==> src/rtl/spi_regfile.sv <==
// SPI mode-0 peripheral exposing a small register file; pins are oversampled in clk.
// Frame: R/W bit, address, data (MSB first); writes commit a few clk cycles after cs_n rises.
module spi_regfile #(
  parameter int NUM_REGS = 5,
  parameter int DATA_W   = 8,
  parameter int ADDR_W   = 7
) (
  input  logic                         clk,
  input  logic                         rst_n,
  input  logic                         sclk,
  input  logic                         cs_n,
  input  logic                         copi,
  output logic                         cipo,
  output logic [NUM_REGS*DATA_W-1:0]   regs,
  output logic                         wr_pulse,
  output logic [ADDR_W-1:0]            wr_addr,
  output logic                         frame_err
);

  localparam int FRAME_W = 1 + ADDR_W + DATA_W;
  localparam int CMD_W   = 1 + ADDR_W;
  localparam int CNT_W   = $clog2(FRAME_W + 1);

  typedef enum logic [2:0] {IDLE, CMD, DATA, OVF, COMMIT} state_t;

  logic [2:0]                 cs_sync_q;
  logic [2:0]                 sclk_sync_q;
  logic [1:0]                 copi_sync_q;
  logic [1:0]                 settle_q;
  logic                       armed_q;

  state_t                     state_q;
  logic [CNT_W-1:0]           cnt_q;
  logic [FRAME_W-1:0]         shift_q;
  logic [FRAME_W-1:0]         shift_d;
  logic [DATA_W-1:0]          tx_q;
  logic [DATA_W-1:0]          rdata_d;
  logic                       ovf_q;
  logic [NUM_REGS*DATA_W-1:0] regs_q;
  logic                       wr_pulse_q;
  logic [ADDR_W-1:0]          wr_addr_q;
  logic                       frame_err_q;

  logic                       cs_fall, cs_rise, sclk_rise, sclk_fall, copi_s;
  logic                       cmd_rd, fr_ok;
  logic [ADDR_W-1:0]          rd_addr, fr_addr;

  // armed_q blocks the fake cs_n fall seen when cs_n is already low as reset releases
  always_ff @(posedge clk or negedge rst_n) begin
    if (!rst_n) begin
      cs_sync_q   <= 3'b111;
      sclk_sync_q <= 3'b000;
      copi_sync_q <= 2'b00;
      settle_q    <= 2'b00;
      armed_q     <= 1'b0;
    end else begin
      cs_sync_q   <= {cs_sync_q[1:0], cs_n};
      sclk_sync_q <= {sclk_sync_q[1:0], sclk};
      copi_sync_q <= {copi_sync_q[0], copi};
      settle_q    <= {settle_q[0], 1'b1};
      armed_q     <= armed_q | (settle_q[1] & cs_sync_q[1]);
    end
  end

  assign cs_fall   = cs_sync_q[2] & ~cs_sync_q[1] & armed_q;
  assign cs_rise   = ~cs_sync_q[2] & cs_sync_q[1];
  assign sclk_rise = sclk_sync_q[1] & ~sclk_sync_q[2];
  assign sclk_fall = ~sclk_sync_q[1] & sclk_sync_q[2];
  assign copi_s    = copi_sync_q[1];

  always_comb begin
    shift_d = {shift_q[FRAME_W-2:0], copi_s};
    rd_addr = shift_d[ADDR_W-1:0];
    cmd_rd  = ~shift_d[ADDR_W];
    rdata_d = '0;
    for (int i = 0; i < NUM_REGS; i++) begin
      if (rd_addr == ADDR_W'(i)) rdata_d = regs_q[i*DATA_W +: DATA_W];
    end
    fr_addr = shift_q[DATA_W +: ADDR_W];
    fr_ok   = ~ovf_q && (cnt_q == CNT_W'(FRAME_W)) &&
              ({1'b0, fr_addr} < (ADDR_W+1)'(NUM_REGS));
  end

  always_ff @(posedge clk or negedge rst_n) begin
    if (!rst_n) begin
      state_q     <= IDLE;
      cnt_q       <= '0;
      shift_q     <= '0;
      tx_q        <= '0;
      ovf_q       <= 1'b0;
      regs_q      <= '0;
      wr_pulse_q  <= 1'b0;
      wr_addr_q   <= '0;
      frame_err_q <= 1'b0;
    end else begin
      wr_pulse_q  <= 1'b0;
      frame_err_q <= 1'b0;
      if (cs_fall) begin
        state_q <= CMD;
        cnt_q   <= '0;
        shift_q <= '0;
        tx_q    <= '0;
        ovf_q   <= 1'b0;
      end else begin
        case (state_q)
          CMD, DATA: begin
            if (cs_rise) begin
              state_q <= COMMIT;
              tx_q    <= '0;
            end else if (sclk_rise) begin
              if (cnt_q == CNT_W'(FRAME_W)) begin
                state_q <= OVF;
                ovf_q   <= 1'b1;
                tx_q    <= '0;
              end else begin
                shift_q <= shift_d;
                cnt_q   <= cnt_q + CNT_W'(1);
                if (state_q == CMD && cnt_q == CNT_W'(CMD_W - 1)) begin
                  state_q <= DATA;
                  if (cmd_rd) tx_q <= rdata_d;
                end
              end
            // first fall of DATA is where the MSB goes out, so it must not shift
            end else if (sclk_fall && state_q == DATA && cnt_q > CNT_W'(CMD_W)) begin
              tx_q <= tx_q << 1;
            end
          end
          OVF: begin
            if (cs_rise) state_q <= COMMIT;
          end
          COMMIT: begin
            state_q <= IDLE;
            if (fr_ok) begin
              if (shift_q[FRAME_W-1]) begin
                for (int i = 0; i < NUM_REGS; i++) begin
                  if (fr_addr == ADDR_W'(i)) regs_q[i*DATA_W +: DATA_W] <= shift_q[DATA_W-1:0];
                end
                wr_pulse_q <= 1'b1;
                wr_addr_q  <= fr_addr;
              end
            end else if (ovf_q || cnt_q != '0) begin
              frame_err_q <= 1'b1;
            end
          end
          default: ;
        endcase
      end
    end
  end

  assign cipo      = tx_q[DATA_W-1];
  assign regs      = regs_q;
  assign wr_pulse  = wr_pulse_q;
  assign wr_addr   = wr_addr_q;
  assign frame_err = frame_err_q;

endmodule
==> config.mk <==
export PLATFORM = sky130hd
export DESIGN_NAME = spi_regfile
export DESIGN_NICKNAME = d
export VERILOG_FILES = /design/src/rtl/spi_regfile.sv
export SDC_FILE = /design/constraint.sdc
export NUM_CORES = 1
export LEC_CHECK = 0
export ABC_AREA = 1
export CAP_MARGIN = 5
export CELL_PAD_IN_SITES_DETAIL_PLACEMENT = 1
export CELL_PAD_IN_SITES_GLOBAL_PLACEMENT = 1
export CORE_MARGIN = 4
export CORE_UTILIZATION = 37
export CTS_CLUSTER_SIZE = 12
export DETAILED_ROUTE_END_ITERATION = 10
export PLACE_DENSITY_LB_ADDON = 0.1
export SLEW_MARGIN = 0
export SYNTH_ARGS = -nofsm -noshare
export SYNTH_HDL_FRONTEND = slang
export SYNTH_SLANG_ARGS = --single-unit
==> constraint.sdc <==
create_clock -name clk -period 1.8 [get_ports clk]
set_input_delay 0.18 -clock clk [delete_from_list [all_inputs] [get_ports clk]]
set_output_delay 0.18 -clock clk [all_outputs]
set_load 0.02 [all_outputs]
==> impl_metrics.env <==
export IMPL_grt_use_total=0.207
export IMPL_grt_pass1_vias=4064
export IMPL_synth_seq_cells=93
export IMPL_die_area_mm2=0.0135
export IMPL_grt_ovfl_total=0
export IMPL_maxCapViolCount=0
export IMPL_row_count=39
export IMPL_wl_per_cell_um=17.4
export IMPL_ys_warn_count=0
export IMPL_ir_drop_v=0.000587
export IMPL_setup_viol=0
export IMPL_synth_top_area_share=0.519
export IMPL_clock_sinks=93
export IMPL_seq_area_frac_synth=0.537
export IMPL_io_pins=55
export IMPL_critPathCaptureType="register"
export IMPL_layout_area_seq_mm2=0.00233
export IMPL_leakage_nw=2.98
export IMPL_via_per_inst=5.10
export IMPL_htreeDepth=3
export IMPL_die_x_um=116
export IMPL_hold_violations=0
export IMPL_dpl_cell_count=741
export IMPL_fin_cells=773
export IMPL_clock_path_buffers=2
export IMPL_antenna_found_initial=0
export IMPL_die_height_um=116
export IMPL_critPathLaunchType="register"
export IMPL_post_route_drc_count=0
export IMPL_finalPower_mw=5.16
export IMPL_grt_pass1_wl_um=21700
export IMPL_min_from="cs_n"
export IMPL_drv_slew=0
export IMPL_fillers=1337
export IMPL_first_pass_iters=4
export IMPL_synth_cell_types=35
export IMPL_fin_crit_ns=1.78
export IMPL_diodes=0
export IMPL_vias=3945
export IMPL_hold_path_depth=1
export IMPL_cts_root_buf="clkbuf_16"
export IMPL_portBuffers=54
export IMPL_max_freq_mhz=562
export IMPL_r2r_end="regs[18]"
export IMPL_r2r_cells=12
export IMPL_criticalPathCategory="reg -> reg"
export IMPL_first_iter_violations=229
export IMPL_regToRegStartpoint="cnt_q[1]"
export IMPL_wirelength_um=13500
export IMPL_period_share=0.989
export IMPL_synth_nets=525
export IMPL_clk_pin_slew_ns=0.07
export IMPL_min_to="cs_sync_q[0]"
export IMPL_cts_tree="yes"
export IMPL_outcome="complete, no violations"
export IMPL_nNetsFinal=632
export IMPL_powerDensity_mw_per_mm2=862
export IMPL_clock_skew_ns=0.00645
export IMPL_yosysTopAreaCell="dfrtp_1"
export IMPL_rsz0062_at_grt="true"
export IMPL_final_cell_mix="143 x nand2_1, 89 x dfrtp_1, 65 x inv_1"
export IMPL_initial_utilization=0.378
export IMPL_avgSynthCellArea_um2=8.37
export IMPL_required_ns=2.04
export IMPL_ys_top_cells_by_area="dfrtp_1 52%, nand2_1 13%, nand3_1 6.1%"
export IMPL_syn_inst=518
export IMPL_core_mm2=0.0115
export IMPL_multi_input_area_mm2=0.00187
export IMPL_clk_latency_ns=0.34
export IMPL_layout_cells_most_common="nand2_1"
export IMPL_hold_class="in -> reg"
export IMPL_dpl_hpwl_um=9290
export IMPL_rrSetupSlack_ns=0.02
export IMPL_drive_gt1_frac=0.225
export IMPL_cts_made_buffers=9
export IMPL_area_growth_pct=37.9
export IMPL_crit_arrival_ns=2.02
export IMPL_antenna_left=0
export IMPL_gp_congestion=0.888
export IMPL_netlist_area_mm2=0.00434
export IMPL_grt_start_max_net_pins=71
export IMPL_cp_max_fo=6
==> timing repair <==
action | CTS | global route
gates cloned | 1 | 4
hold buffers | 1 | 0
endpoints found under the hold margin | 20 | 0
resized for setup | 8 | 55
pin swaps | 0 | 20
buffers inserted | 1 | 9
endpoints found under the setup margin | 24 | 72
==> worst max-delay path by stage <==
| stage | start | depth (start not counted) | to |
|---|---|---|---|
| 6_report | cnt_q[1] | 12 | regs[18] |
| 5_1_grt | cnt_q[0] | 12 | regs[18] |
| 4_1_cts | shift_q[1] | 11 | tx_q[6] |
| 3_5_place_dp | cnt_q[1] | 12 | regs[16] |
| 3_3_place_gp | cnt_q[0] | 12 | regs[22] |
| 2_1_floorplan | cnt_q[0] | 12 | regs[14] |
==> per-stage QoR <==
| stage | utilization | setup slack, ns | area (um2) | hold WS (ns) | TNS (ns) |
|---|---|---|---|---|---|
| floorplan | - | 0.121 | 4340 | -0.116 | 0 |
| global placement | 0.460 | 0.0596 | 5280 | 0.102 | 0 |
| detailed placement | 0.460 | -0.0452 | 5280 | 0.110 | -0.291 |
| CTS | 0.494 | 0.00623 | 5660 | 0.229 | 0 |
| global route | 0.522 | -0.0775 | 5980 | 0.227 | -1.19 |
| finish | 0.522 | 0.0196 | 5980 | 0.240 | 0 |
==> logic make-up (layout without fill, tap and decap cells) <==
kind of cell / count (synthesis) / count (layout) / share of synthesized area
compound gates: 72 / 72 / 0.0937
xor+xnor: 1 / 1 / 0.00202
fa+ha+maj: 2 / 2 / 0.00577
buf+inv: 90 / 200 / 0.0877
flops: 93 / 93 / 0.537
other cells: 1 / 1 / 0.000864
simple gates: 259 / 261 / 0.273
==> power by group <==
group	internal, mW	leakage [nW]	switching [mW]
Clock	1.11	0.140	0.819
Sequential	2.18	1.26	0.0697
Combinational	0.387	1.58	0.591
==> registers in the layout (all words and copies together), names as in the netlist <==
register,count
shift_q,16
ovf_q,1
sclk_sync_q,3
frame_err,1
state_q,3
cnt_q,5
tx_q,8
settle_q,2
wr_addr,7
armed_q,1
copi_sync_q,2
cs_sync_q,3
regs,40
wr_pulse,1
==> area by class of cell <==
cell class	instances	share of cell area
sequential	93	0.390
multi-input combinational	337	0.313
timing repair buffer	102	0.159
inverter	79	0.0517
clock buffer	10	0.0399
tap	143	0.0299
clock inverter	6	0.0105
timing repair inverter	3	0.00690
==> synthesized netlist by cell type <==
| library cell | count |
|---|---|
| nand2_4 | 3 |
| nand3_1 | 53 |
| inv_2 | 8 |
| buf_2 | 6 |
| a21oi_1 | 6 |
| nor3_4 | 1 |
| xor2_1 | 1 |
| ha_1 | 2 |
| o21ai_0 | 19 |
| dfstp_2 | 3 |
| inv_1 | 68 |
| nor2_2 | 1 |
| nor2_1 | 21 |
| nor3_1 | 6 |
| dfrtp_1 | 90 |
| conb_1 | 1 |
| o2111ai_1 | 1 |
| a21oi_2 | 1 |
| nand3_2 | 2 |
| clkinv_1 | 2 |
| nand2_2 | 6 |
| nor2_4 | 1 |
| nand4_2 | 1 |
| nor3b_1 | 1 |
| o21ai_1 | 24 |
| nor3_2 | 1 |
| nor4_4 | 2 |
| clkinv_4 | 1 |
| buf_6 | 3 |
| nand4_1 | 1 |
| nand2_1 | 156 |
| nor4_1 | 3 |
| o22ai_1 | 16 |
| buf_4 | 2 |
| o21ai_2 | 5 |
==> worst max-delay path: stages, from the launching register on <==
cell	delay, ns
dfrtp_1	0.39
inv_2	0.09
ha_4	0.15
nand4_4	0.07
inv_2	0.08
nand2_2	0.06
nor3_4	0.23
nand2_4	0.15
clkinv_8	0.14
buf_8	0.12
nand3_2	0.07
nand2_1	0.07
inv_1	0.05
==> per-layer routing <==
layer  vias up  GRT usage  wire length [um]
met5         -          0                 0
met4         0     0.0534               227
met3        19     0.0326               575
met2        78      0.321              6260
met1      1972      0.304              6390
li1       1876          -                 -
Note: power is estimated with default switching activity, not from simulation.
